File: src/rtl/sync_fifo.sv
// Single-clock FIFO with full/empty flags.
//
// Parameters:
//   WIDTH - entry width
//   DEPTH - number of entries (power of 2, at least 2)
// Ports:
//   clk, resetn  - clock, synchronous active-low reset (empties the FIFO)
//   flush_i      - empties the FIFO; any push in the same cycle is dropped
//   push_i       - write wdata_i; accepted when not full, or when full and popping
//   pop_i        - drop the head entry; ignored when empty
//   rdata_o      - head entry (valid when !empty_o)
//   full_o       - DEPTH entries held
//   empty_o      - no entries held
module sync_fifo #(
    parameter int unsigned WIDTH = 8,
    parameter int unsigned DEPTH = 4
) (
    input  logic             clk,
    input  logic             resetn,
    input  logic             flush_i,
    input  logic             push_i,
    input  logic [WIDTH-1:0] wdata_i,
    input  logic             pop_i,
    output logic [WIDTH-1:0] rdata_o,
    output logic             full_o,
    output logic             empty_o
);

    localparam int unsigned PtrW = (DEPTH > 1) ? $clog2(DEPTH) : 1;
    localparam int unsigned CntW = $clog2(DEPTH + 1);

    logic [WIDTH-1:0] mem_q [DEPTH];
    logic [PtrW-1:0]  wr_ptr_q, wr_ptr_d;
    logic [PtrW-1:0]  rd_ptr_q, rd_ptr_d;
    logic [CntW-1:0]  count_q, count_d;
    logic             do_push;
    logic             do_pop;

    assign full_o  = (count_q == CntW'(DEPTH));
    assign empty_o = (count_q == '0);
    assign do_pop  = pop_i & ~empty_o;
    // A pop frees the slot this cycle, so a full FIFO can still take a push.
    assign do_push = push_i & (~full_o | do_pop);
    assign rdata_o = mem_q[rd_ptr_q];

    always_comb begin
        wr_ptr_d = wr_ptr_q;
        rd_ptr_d = rd_ptr_q;
        count_d  = count_q;
        if (flush_i) begin
            wr_ptr_d = '0;
            rd_ptr_d = '0;
            count_d  = '0;
        end else begin
            if (do_push) begin
                wr_ptr_d = wr_ptr_q + 1'b1;
            end
            if (do_pop) begin
                rd_ptr_d = rd_ptr_q + 1'b1;
            end
            count_d = count_q + CntW'(do_push) - CntW'(do_pop);
        end
    end

    always_ff @(posedge clk) begin
        if (!resetn) begin
            wr_ptr_q <= '0;
            rd_ptr_q <= '0;
            count_q  <= '0;
        end else begin
            wr_ptr_q <= wr_ptr_d;
            rd_ptr_q <= rd_ptr_d;
            count_q  <= count_d;
        end
    end

    // Storage carries no reset; occupancy is tracked by count_q alone.
    always_ff @(posedge clk) begin
        if (do_push && !flush_i) begin
            mem_q[wr_ptr_q] <= wdata_i;
        end
    end

endmodule

File: config.mk
export PLATFORM = sky130hd
export DESIGN_NAME = sync_fifo
export DESIGN_NICKNAME = d
export VERILOG_FILES = /design/src/rtl/sync_fifo.sv
export SDC_FILE = /design/constraint.sdc
export NUM_CORES = 1
export LEC_CHECK = 0
export ABC_AREA = 1
export BUFFER_PORTS_ARGS = -buffer_cell sky130_fd_sc_hd__buf_4
export CAP_MARGIN = 20
export CORE_UTILIZATION = 45
export CTS_CLUSTER_SIZE = 24
export DETAILED_ROUTE_END_ITERATION = 6
export PLACE_DENSITY = 0.77
export SLEW_MARGIN = 0
export SYNTH_ARGS = -nofsm -noshare
export SYNTH_HDL_FRONTEND = slang
export SYNTH_SLANG_ARGS = --single-unit
File: constraint.sdc
create_clock -name clk -period 1.7 [get_ports clk]
set_clock_uncertainty 0.2 [all_clocks]
set_input_delay 0.34 -clock clk [delete_from_list [all_inputs] [get_ports clk]]
set_output_delay 0.34 -clock clk [all_outputs]
set_load 0.01 [all_outputs]
==> Flow_metrics.wiki, run 1 <==
{| class="wikitable"
! Metric !! Value
|-
| Period utilization || 109%
|-
| Class of the tightest hold or removal check || in -> reg
|-
| Number of buffers added by the clock tree synthesis step || 5
|-
| Cell accounting for the most synthesized area || edfxtp_1
|-
| Library cell with the highest instance count after synthesis || edfxtp_1
|-
| Maximum vdd ir drop || 608 uV
|-
| Post-synth top flop || edfxtp_1
|-
| Vias after detailed routing || 1236
|-
| Detailed-route wire length || 3.64 mm
|-
| Number of flops mapped to enable cells by yosys || 32
|-
| Post-synthesis average cell area || 11.6 um2
|-
| Leading cell types by total area after synthesis || edfxtp_1 56%, dfxtp_1 10%, nor2_1 4.8%, inv_1 3.7%, ha_1 3.6%
|-
| Capture instance of the worst register-to-register path || count_q[1]
|-
| Total count of hold-check failures in the final report || 0
|-
| Core ar. || 3660 um2
|-
| Number of nets still failing antenna checks after routing || 0
|-
| Required time of the critical path || 1.73 ns
|-
| Setup repair after global routing missed its margin || yes
|-
| Worst Hold Path Cells || 1
|-
| Crit. End Element || flip-flop
|-
| Post-detailed-route wirelength per cell || 14.8 um
|-
| Reg-to-reg startpoint || count_q[1]
|-
| Shortest clock period the worst path allows after layout || 1.86 ns
|-
| Mapped Nets || 168
|-
| Max capacitance violation total || 0
|-
| DIE WIDTH || 63.9 um
|-
| Largest net degree at the start of global routing || 17
|-
| Crit Path Max Fanout || 2
|-
| Yosys top cell area share || 55.7%
|-
| Total half-perimeter wirelength after legalization and detailed placement || 2.55 mm
|-
| Fraction of the yosys area taken by sequential cells || 66.2%
|-
| Library cell used as clock root buffer || clkbuf_8
|-
| Number of storage elements in the synthesis netlist || 41
|-
| Sum of overflow across all layers after global routing || 0
|-
| Number of primary I/O pins || 23
|-
| Violated checks || setup timing
|-
| Logic depth of the worst register-to-register path || 10
|-
| Synth top cells by count || 32 x edfxtp_1, 22 x nor2_1, 17 x inv_1
|-
| Netlist area before placement || 1720 um2
|-
| Clock transition time at the flip-flop clock pins of the worst setup and hold paths || 0.08 ns
|-
| Status || complete, but fails checks
|-
| Cell Pwr Density || 834 nW/um2
|-
| Yosys warns || 0
|-
| Number of detailed-route iterations in the first pass || 4
|-
| Layout Cell Area excl Fill || 2340 um2
|-
| Top cell family by delay on the critical path || adder cells
|-
| Net count, final || 216
|-
| DRC violations left || 0
|-
| Port bufs || 22
|-
| Max H-tree Level || 2
|-
| Launch instance of the worst min-delay path || wdata_i[3]
|-
| Standard cell area after detailed placement || 2110 um2
|-
| Critical path buffer and inverter count || 2
|-
| Post-DR vias/cell || 5.02
|-
| Hold-fix buffers, CTS || 0
|-
| Hold-critical path endpoint || mem_q[2][3]
|-
| Initial core utilization || 47.1%
|-
| Share of synthesized flip-flops with an asynchronous set or reset || 0%
|-
| Number of antenna violations at the first check in global routing || 0
|-
| Max Clk Rate || 0.538 GHz
|-
| Setup slack on the worst flop-to-flop path || -0.16 ns
|-
| Row count || 22
|-
| Number of antenna cells inserted || 0
|-
| Iteration-0 DRC count of the detailed router || 43
|-
| CP cell instances || nor2_4 > nand3_2 > nand2_2 > inv_2 > nand2_2 > nand2_1 > ha_2 > fa_2 > inv_1 > nor2_1
|-
| Die Area || 4080 um2
|-
| Via count of the first global-routing pass || 1261
|-
| Setup violation total in the final timing report || 10
|-
| Most frequent cell on the critical path || nand2_2
|-
| CTS tree || built
|-
| Routability congestion estimate || 0.717
|-
| Critical path's largest stage delay || 0.52 ns
|-
| Leak Pwr || 0.918 nW
|-
| Max clock buf depth || 2
|-
| Transition time at the pin with the least slew margin || 0.239 ns
|-
| Critical Path Slowest Stage Cell || fa_2
|-
| DIE HEIGHT || 63.9 um
|-
| Worst setup path category || reg -> reg
|-
| All-layer global routing usage || 18.9%
|-
| Final hold slack || 0.0465 ns
|-
| Area growth from synthesis to layout || 35.8%
|-
| Distinct cell type count after synthesis || 19
|-
| Crit path DAT || 1.89 ns
|-
| Share of layout cells above drive strength 1 || 47.5%
|-
| Post-synthesis cell count || 149
|-
| First-pass GRT wire length || 5.71 mm
|-
| Slew HR || 84.0%
|-
| Clk Latency, worst-skew pair || 0.29 ns
|-
| Setup WS post-layout || -0.160 ns
|-
| Kind of launch point of the worst setup path || flip-flop
|-
| TritonCTS sink count || 41
|-
| Count of pins over their slew limit || 0
|}
[layout make-up]
class,count,area [um2]
fill,294,1320
clock inverter,2,10.0
timing repair buffer,43,370
clock buffer,6,72.6
multi-input combinational,86,592
inverter,20,85.1
tap,48,60.1
sequential,41,1150
[worst max path at each step]
stage / from / cells past startpoint / slack, ns / to
final: count_q[1] / 10 / -0.16 / count_q[1]
after detailed placement: pop_i / 11 / -0.22 / count_q[1]
after CTS: count_q[1] / 10 / -0.18 / count_q[1]
after global routing: count_q[1] / 10 / -0.21 / count_q[2]
after global placement: pop_i / 11 / -0.11 / count_q[1]
after floorplan: count_q[0] / 10 / -0.12 / count_q[1]
[sequential cells by signal, summed over array words and instances, names as in the netlist, named ones only]
register,cells
rd_ptr_q,2
wr_ptr_q,2
count_q,3
mem_q,32
[per-stage QoR]
step	total power, W	setup slack [ns]	TNS (ns)	util [%]	instances
2_1_floorplan	0.00124	-0.119	-0.189	-	149
3_3_place_gp	0.00134	-0.115	-0.194	57.5	236
3_5_place_dp	0.00136	-0.220	-0.405	57.5	236
4_1_cts	0.00196	-0.181	-0.771	62.2	246
5_1_grt	0.00204	-0.211	-1.12	63.9	246
6_report	0.00195	-0.160	-0.507	63.9	246
[metal layers]
layer | GRT usage [%] | vias up | share of wire [%]
li1 | - | 601 | -
met1 | 20.4 | 601 | 38
met2 | 35.8 | 29 | 56
met3 | 5.00 | 5 | 4.0
met4 | 5.11 | 0 | 1.2
met5 | 0 | - | 0
[cells in the final DEF (no fill, tap or decap), drive strengths merged]
| cell type | netlist | routed |
|---|---|---|
| a21oi | 5 | 5 |
| buf | 2 | 43 |
| clkbuf | 0 | 6 |
| clkinv | 0 | 2 |
| dfxtp | 9 | 9 |
| edfxtp | 32 | 32 |
| fa | 1 | 1 |
| ha | 5 | 5 |
| inv | 20 | 20 |
| nand2 | 17 | 17 |
| nand3 | 5 | 5 |
| nor2 | 27 | 27 |
| o21ai | 16 | 16 |
| o22ai | 8 | 8 |
| or2 | 1 | 1 |
| xor2 | 1 | 1 |
[report_power, final]
part	internal (W)	switching [W]	total [W]
clock	0.000284	0.000313	0.000597
sequential	0.00110	0.0000154	0.00112
combinational	0.000119	0.000120	0.000238
total	0.00150	0.000448	0.00195
[cell families (layout without fill, tap and decap cells)]
| kind of cell | count (synthesis) | count (layout) | share of synthesized area (%) |
|---|---|---|---|
| XOR/XNOR | 1 | 1 | 0.508 |
| AND/OR/NAND/NOR | 50 | 50 | 13.9 |
| AO/OA/AOI/OAI | 29 | 29 | 9.00 |
| flip-flops | 41 | 41 | 66.2 |
| adder cells (fa/ha/maj) | 6 | 6 | 4.79 |
| buffers and inverters | 22 | 71 | 5.66 |
[repair_timing]
item | in CTS | in global routing
setup endpoints to repair | 11 | 12
gates resized for setup | 32 | 22
pin swaps | 18 | 9
cloned | 1 | 0
buffers inserted | 1 | 0
No activity file was read; power rests on OpenSTA's default activity.
==> run 2, diff against run 1 <==
Settings changed: PLACE_DENSITY 0.77 to 0.78.
==> Flow_metrics.wiki, run 2 (same netlist as run 1, synthesis figures left out) <==
{| class="wikitable"
! Metric !! Value
|-
| Core ar. || 3660 um2
|-
| Class of the tightest hold or removal check || in -> reg
|-
| DRC violations left || 0
|-
| Critical Path Slowest Stage Cell || fa_2
|-
| Number of detailed-route iterations in the first pass || 4
|-
| Die Area || 4080 um2
|-
| FF+latch area || 1150 um2
|-
| Top reg by flops || mem_q
|-
| Worst setup path category || reg -> reg
|-
| Routability congestion estimate || 0.707
|-
| CP cell instances || nor2_4 > nand3_2 > nand2_2 > inv_2 > nand2_2 > nand2_4 > ha_4 > fa_2 > inv_2 > nor2_1
|-
| Vias after detailed routing || 1258
|-
| Sum of overflow across all layers after global routing || 0
|-
| DIE HEIGHT || 63.9 um
|-
| Max Clk Rate || 0.528 GHz
|-
| Crit. End Element || flip-flop
|-
| Via count of the first global-routing pass || 1207
|-
| Maximum vdd ir drop || 537 uV
|-
| Required time of the critical path || 1.72 ns
|-
| Post-DR vias/cell || 5.03
|-
| Cell Pwr Density || 869 nW/um2
|-
| Count of pins over their slew limit || 0
|-
| Most common cell after layout, fill and taps aside || buf_4
|-
| Internal power consumption || 0.00167 W
|-
| Post-detailed-route wirelength per cell || 13.6 um
|-
| Largest registers || mem_q (32), count_q (3)
|-
| Crit path DAT || 1.91 ns
|-
| Net count, final || 220
|-
| Combinational share of power || 12.4%
|-
| Footprint of the multi-input gates || 611 um2
|-
| Met1 Resource Use GR || 20.8%
|-
| Top cell family by delay on the critical path || adder cells
|-
| Global-route track usage on met3 || 5.54%
|-
| Clk Latency, worst-skew pair || 0.29 ns
|-
| Number of primary I/O pins || 23
|-
| Iteration-0 DRC count of the detailed router || 67
|-
| Post-Place Worst Slack || -0.186 ns
|-
| Flip-flop count of the largest register after layout || 32
|-
| Number of nets still failing antenna checks after routing || 0
|-
| Clock transition time at the flip-flop clock pins of the worst setup and hold paths || 0.08 ns
|-
| Setup slack on the worst flop-to-flop path || -0.19 ns
|-
| Kind of launch point of the worst setup path || flip-flop
|-
| Total half-perimeter wirelength after legalization and detailed placement || 2.20 mm
|-
| Largest net degree at the start of global routing || 17
|-
| Origin of the worst setup path || count_q[0]
|-
| Switching power as a share of total power || 21.6%
|-
| Status || complete, but fails checks
|-
| Critical path's largest stage delay || 0.52 ns
|-
| Detailed-route wire length || 3.41 mm
|-
| Port bufs || 22
|-
| Transition time at the pin with the least slew margin || 0.266 ns
|-
| Library cell used as clock root buffer || clkbuf_8
|-
| Number of antenna violations at the first check in global routing || 0
|-
| Leak Pwr || 0.938 nW
|-
| Number of buffers added by the clock tree synthesis step || 5
|-
| Number of antenna cells inserted || 0
|-
| Setup repair after global routing missed its margin || yes
|-
| Capture instance of the worst register-to-register path || count_q[1]
|-
| Total count of hold-check failures in the final report || 0
|-
| Setup WS post-layout || -0.193 ns
|-
| Commonest cells after routing, fill and taps aside || 36 x buf_4, 32 x edfxtp_1, 20 x nor2_1
|-
| Hold-fix buffers, CTS || 0
|-
| Shortest clock period the worst path allows after layout || 1.89 ns
|-
| Clock share of power || 35.2%
|-
| Max H-tree Level || 2
|-
| Max clock buf depth || 2
|-
| FILL cells || 272
|-
| Slew HR || 82.3%
|-
| Violated checks || setup timing
|-
| Capturing element of the worst setup path || count_q[1]
|-
| TritonCTS sink count || 41
|-
| Switching component of the power || 0.000459 W
|-
| DIE WIDTH || 63.9 um
|-
| Register share of total power || 52.5%
|-
| Share of layout cells above drive strength 1 || 47.0%
|-
| Max capacitance violation total || 0
|-
| Final hold slack || 0.0435 ns
|-
| Reg-to-reg startpoint || count_q[0]
|-
| First-pass GRT wire length || 5.47 mm
|-
| Row count || 22
|-
| CTS tree || built
|-
| Area growth from synthesis to layout || 41.8%
|-
| Most used routing layer || met2
|-
| Crit Path Max Fanout || 2
|-
| Setup violation total in the final timing report || 12
|-
| Period utilization || 111%
|-
| Logic depth of the worst register-to-register path || 10
|-
| M2 GR Usage || 31.8%
|-
| All-layer global routing usage || 18.2%
|-
| Critical path buffer and inverter count || 2
|-
| Initial core utilization || 47.1%
|-
| Worst path depth || 10
|}
run 2: changes by cell type in the layout (fill, tap and decap cells not counted), sizes merged:
cell    previous run  this run
buf               43        47
bufinv             0         1
clkinv             2         1
run 2: worst min path at each step:
stage | from | end | slack (ns) | cells after the start
after floorplan | wdata_i[0] | mem_q[0][0] | 0.24 | 0
after CTS | wdata_i[5] | mem_q[0][5] | 0.04 | 1
after detailed placement | rd_ptr_q[0] | rd_ptr_q[0] | 0.30 | 2
after global routing | wdata_i[3] | mem_q[3][3] | 0.04 | 1
after global placement | rd_ptr_q[1] | rd_ptr_q[1] | 0.29 | 2
final | wdata_i[3] | mem_q[3][3] | 0.04 | 1
run 2: repair_timing:
item | 4_1_cts | 5_1_grt
pin swaps | 14 | 17
resized for setup | 31 | 27
gates cloned | 1 | 0
setup buffers | 6 | 1
endpoints found under the hold margin | 0 | 0
endpoints found under the setup margin | 11 | 38
run 2: power by group through the flow:
stage / sequential, W / combinational [W] / clock (W)
3_3_place_gp: 0.00114 / 0.000204 / 0
2_1_floorplan: 0.00114 / 0.000101 / 0
6_report: 0.00111 / 0.000263 / 0.000748
5_1_grt: 0.00112 / 0.000288 / 0.000798
4_1_cts: 0.00111 / 0.000228 / 0.000765
3_5_place_dp: 0.00114 / 0.000214 / 0
run 2: per-layer routing:
| layer | vias to the layer above | wire length (um) |
|---|---|---|
| li1 | 611 | - |
| met1 | 605 | 1390 |
| met2 | 34 | 1780 |
| met3 | 8 | 154 |
| met4 | 0 | 87 |
| met5 | - | 0 |
run 2: through the flow:
step | util (%) | cell area, um2 | setup TNS, ns | std cells | total power (W)
finish | 66.8 | 2440 | -0.796 | 250 | 0.00213
CTS | 63.8 | 2340 | -0.846 | 250 | 0.00211
global placement | 57.7 | 2110 | -0.200 | 235 | 0.00134
global route | 66.8 | 2440 | -1.67 | 250 | 0.00220
detailed placement | 57.7 | 2110 | -0.337 | 235 | 0.00135
floorplan | - | 1740 | -0.189 | 149 | 0.00124
run 2: area by class of cell:
class,instances,area share [%]
sequential,41,47.1
multi-input combinational,86,25.0
timing repair buffer,47,17.6
inverter,20,3.58
clock buffer,6,2.97
tap,48,2.46
clock inverter,2,1.38
==> run 3, diff against run 2 <==
Settings changed: ABC_AREA 1 to default, PLACE_DENSITY 0.78 to 0.79.
==> Flow_metrics.wiki, run 3 <==
{| class="wikitable"
! Metric !! Value
|-
| Mapped Nets || 113
|-
| Maximum vdd ir drop || 541 uV
|-
| Port bufs || 22
|-
| Row count || 21
|-
| Crit Path Max Fanout || 2
|-
| Leading cell types by total area after synthesis || edfxtp_1 58%, dfxtp_1 11%, mux4_2 11%, ha_1 3.8%, nor3b_1 2.3%
|-
| Cell Pwr Density || 825 nW/um2
|-
| Number of flops mapped to enable cells by yosys || 32
|-
| Violated checks || setup timing
|-
| All-layer global routing usage || 17.1%
|-
| Final total power || 0.00193 W
|-
| Largest registers || mem_q (32), count_q (3)
|-
| Number of storage elements in the synthesis netlist || 41
|-
| Leak Pwr || 0.853 nW
|-
| Top reg by flops || mem_q
|-
| Crit path DAT || 2.17 ns
|-
| Clock transition time at the flip-flop clock pins of the worst setup and hold paths || 0.11 ns
|-
| Net count, final || 165
|-
| CTS tree || built
|-
| Die Area || 3910 um2
|-
| Post-synth top flop || edfxtp_1
|-
| Max clock buf depth || 2
|-
| Number of antenna cells inserted || 0
|-
| Status || complete, but fails checks
|-
| DRC violations left || 0
|-
| Placed Cells || 173
|-
| Class of the tightest hold or removal check || in -> reg
|-
| Setup slack on the worst flop-to-flop path || -0.45 ns
|-
| Distinct cell type count after synthesis || 26
|-
| Commonest cells after routing, fill and taps aside || 32 x edfxtp_1, 25 x buf_4, 10 x buf_6
|-
| First-pass GRT wire length || 4.89 mm
|-
| Max capacitance violation total || 0
|-
| Netlist area before placement || 1650 um2
|-
| Library cell used as clock root buffer || clkbuf_4
|-
| Layout Cell Area excl Fill || 2340 um2
|-
| Number of nets still failing antenna checks after routing || 0
|-
| Routability congestion estimate || 0.759
|-
| Kind of launch point of the worst setup path || flip-flop
|-
| Reg-to-reg startpoint || count_q[0]
|-
| Post-DR vias/cell || 5.02
|-
| Area growth from synthesis to layout || 42.1%
|-
| Library cell with the highest instance count after synthesis || edfxtp_1
|-
| Total half-perimeter wirelength after legalization and detailed placement || 2.04 mm
|-
| Core ar. || 3420 um2
|-
| Number of antenna violations at the first check in global routing || 0
|-
| Yosys warns || 0
|-
| Slew HR || 74.7%
|-
| Count of placed standard cells in the final layout, fillers left out || 193
|-
| Count of pins over their slew limit || 0
|-
| Vias after detailed routing || 968
|-
| Shortest clock period the worst path allows after layout || 2.15 ns
|-
| Crit. End Element || flip-flop
|-
| Cell accounting for the most synthesized area || edfxtp_1
|-
| Standard cell area after detailed placement || 2010 um2
|-
| Number of detailed-route iterations in the first pass || 4
|-
| Largest net degree at the start of global routing || 13
|-
| Required time of the critical path || 1.72 ns
|-
| Number of buffers added by the clock tree synthesis step || 5
|-
| Iteration-0 DRC count of the detailed router || 17
|-
| Flip-flop count of the largest register after layout || 32
|-
| Max H-tree Level || 2
|-
| Transition time at the pin with the least slew margin || 0.375 ns
|-
| Clk Latency, worst-skew pair || 0.33 ns
|-
| Synth top cells by count || 32 x edfxtp_1, 9 x dfxtp_1, 8 x mux4_2
|-
| Setup repair after global routing missed its margin || yes
|-
| Post-synthesis average cell area || 17.5 um2
|-
| Share of layout cells above drive strength 1 || 47.6%
|-
| Initial core utilization || 48.2%
|-
| Hold-critical path endpoint || wr_ptr_q[0]
|-
| DIE HEIGHT || 62.5 um
|-
| Post-Place Worst Slack || -0.645 ns
|-
| Fraction of the yosys area taken by sequential cells || 69.3%
|-
| Post-synthesis cell count || 94
|-
| Detailed-route wire length || 2.90 mm
|-
| Logic depth of the worst register-to-register path || 8
|-
| Worst Hold Path Cells || 3
|-
| Most common cell after layout, fill and taps aside || edfxtp_1
|-
| Number of primary I/O pins || 23
|-
| Max Clk Rate || 0.465 GHz
|-
| Worst setup path category || reg -> reg
|-
| Total count of hold-check failures in the final report || 0
|-
| Capture instance of the worst register-to-register path || count_q[2]
|-
| Share of synthesized flip-flops with an asynchronous set or reset || 0%
|-
| Sum of overflow across all layers after global routing || 0
|-
| DIE WIDTH || 62.5 um
|-
| Setup WS post-layout || -0.451 ns
|-
| Setup violation total in the final timing report || 43
|-
| Launch instance of the worst min-delay path || push_i
|-
| Via count of the first global-routing pass || 1056
|-
| Period utilization || 127%
|-
| Yosys top cell area share || 58.4%
|-
| TritonCTS sink count || 41
|-
| Post-detailed-route wirelength per cell || 15.0 um
|}
[run 3: changes by cell type after synthesis, sizes merged, moves of 3 or more]
cell   change
nor2      -23
inv       -16
nand2     -15
o21ai     -14
mux4       +8
o22ai      -8
nor3b      +5
a21oi      -3
[run 3: how the worst max path moves through the flow]
stage                     startpoint         end  slack (ns)
after detailed placement       pop_i  count_q[2]       -0.64
after CTS                 count_q[0]  count_q[2]       -0.47
after global placement         pop_i  count_q[2]       -0.58
final                     count_q[0]  count_q[2]       -0.45
after floorplan           count_q[1]  count_q[2]       -0.50
after global routing      count_q[0]  count_q[2]       -0.55
[run 3: layer usage]
layer / global-route usage (%) / vias to the layer above / routed length, um
met5: 0 / - / 0
li1: - / 465 / -
met3: 5.47 / 5 / 120
met1: 18.5 / 474 / 1080
met2: 31.5 / 24 / 1650
met4: 5.23 / 0 / 46
[run 3: worst max-delay path, cell delays in order (launching register included)]
cell and delay (ns):
dfxtp_2 0.34, or4b_4 0.51, nand3_2 0.07, nand2_1 0.06, ha_2 0.17, fa_2 0.35, xnor2_2 0.15, xnor2_1 0.14
nor2_1 0.05
[run 3: metrics by stage]
step | setup TNS [ns] | util [%] | hold WS [ns]
2_1_floorplan | -0.866 | - | 0.239
6_report | -4.84 | 68.5 | 0.130
3_5_place_dp | -10.54 | 58.9 | 0.313
5_1_grt | -6.87 | 68.5 | 0.0957
3_3_place_gp | -9.67 | 58.9 | 0.306
4_1_cts | -4.96 | 68.4 | 0.116
[run 3: logic make-up (layout without fill, tap and decap cells)]
group | count (synthesis) | after routing | synth area share, %
XOR/XNOR | 4 | 4 | 2.13
AO/OA/AOI/OAI | 6 | 6 | 2.20
buffers and inverters | 7 | 60 | 2.13
adder cells (fa/ha/maj) | 6 | 6 | 5.02
flip-flops | 41 | 41 | 69.3
AND/OR/NAND/NOR | 22 | 22 | 8.28
multiplexers | 8 | 8 | 10.9
[run 3: timing repair]
action	CTS	global route
gates resized for setup	19	2
pin swaps	6	0
endpoints found under the setup margin	45	45
hold buffers	8	0
buffers inserted	4	0
endpoints found under the hold margin	32	0
[run 3: report_power, final]
group	switching, W	internal, W	total [W]
clock network	0.000283	0.000306	0.000589
registers	0.00000964	0.00110	0.00111
logic	0.0000961	0.000135	0.000231
total	0.000389	0.00154	0.00193
[run 3: area by class of cell]
type | instances | area (um2)
Inverter | 4 | 15.0
Clock buffer | 6 | 41.3
Multi-Input combinational cell | 46 | 566
Clock inverter | 2 | 33.8
Sequential cell | 41 | 1150
Timing Repair Buffer | 48 | 480
Tap cell | 46 | 57.6
Fill cell | 250 | 1080
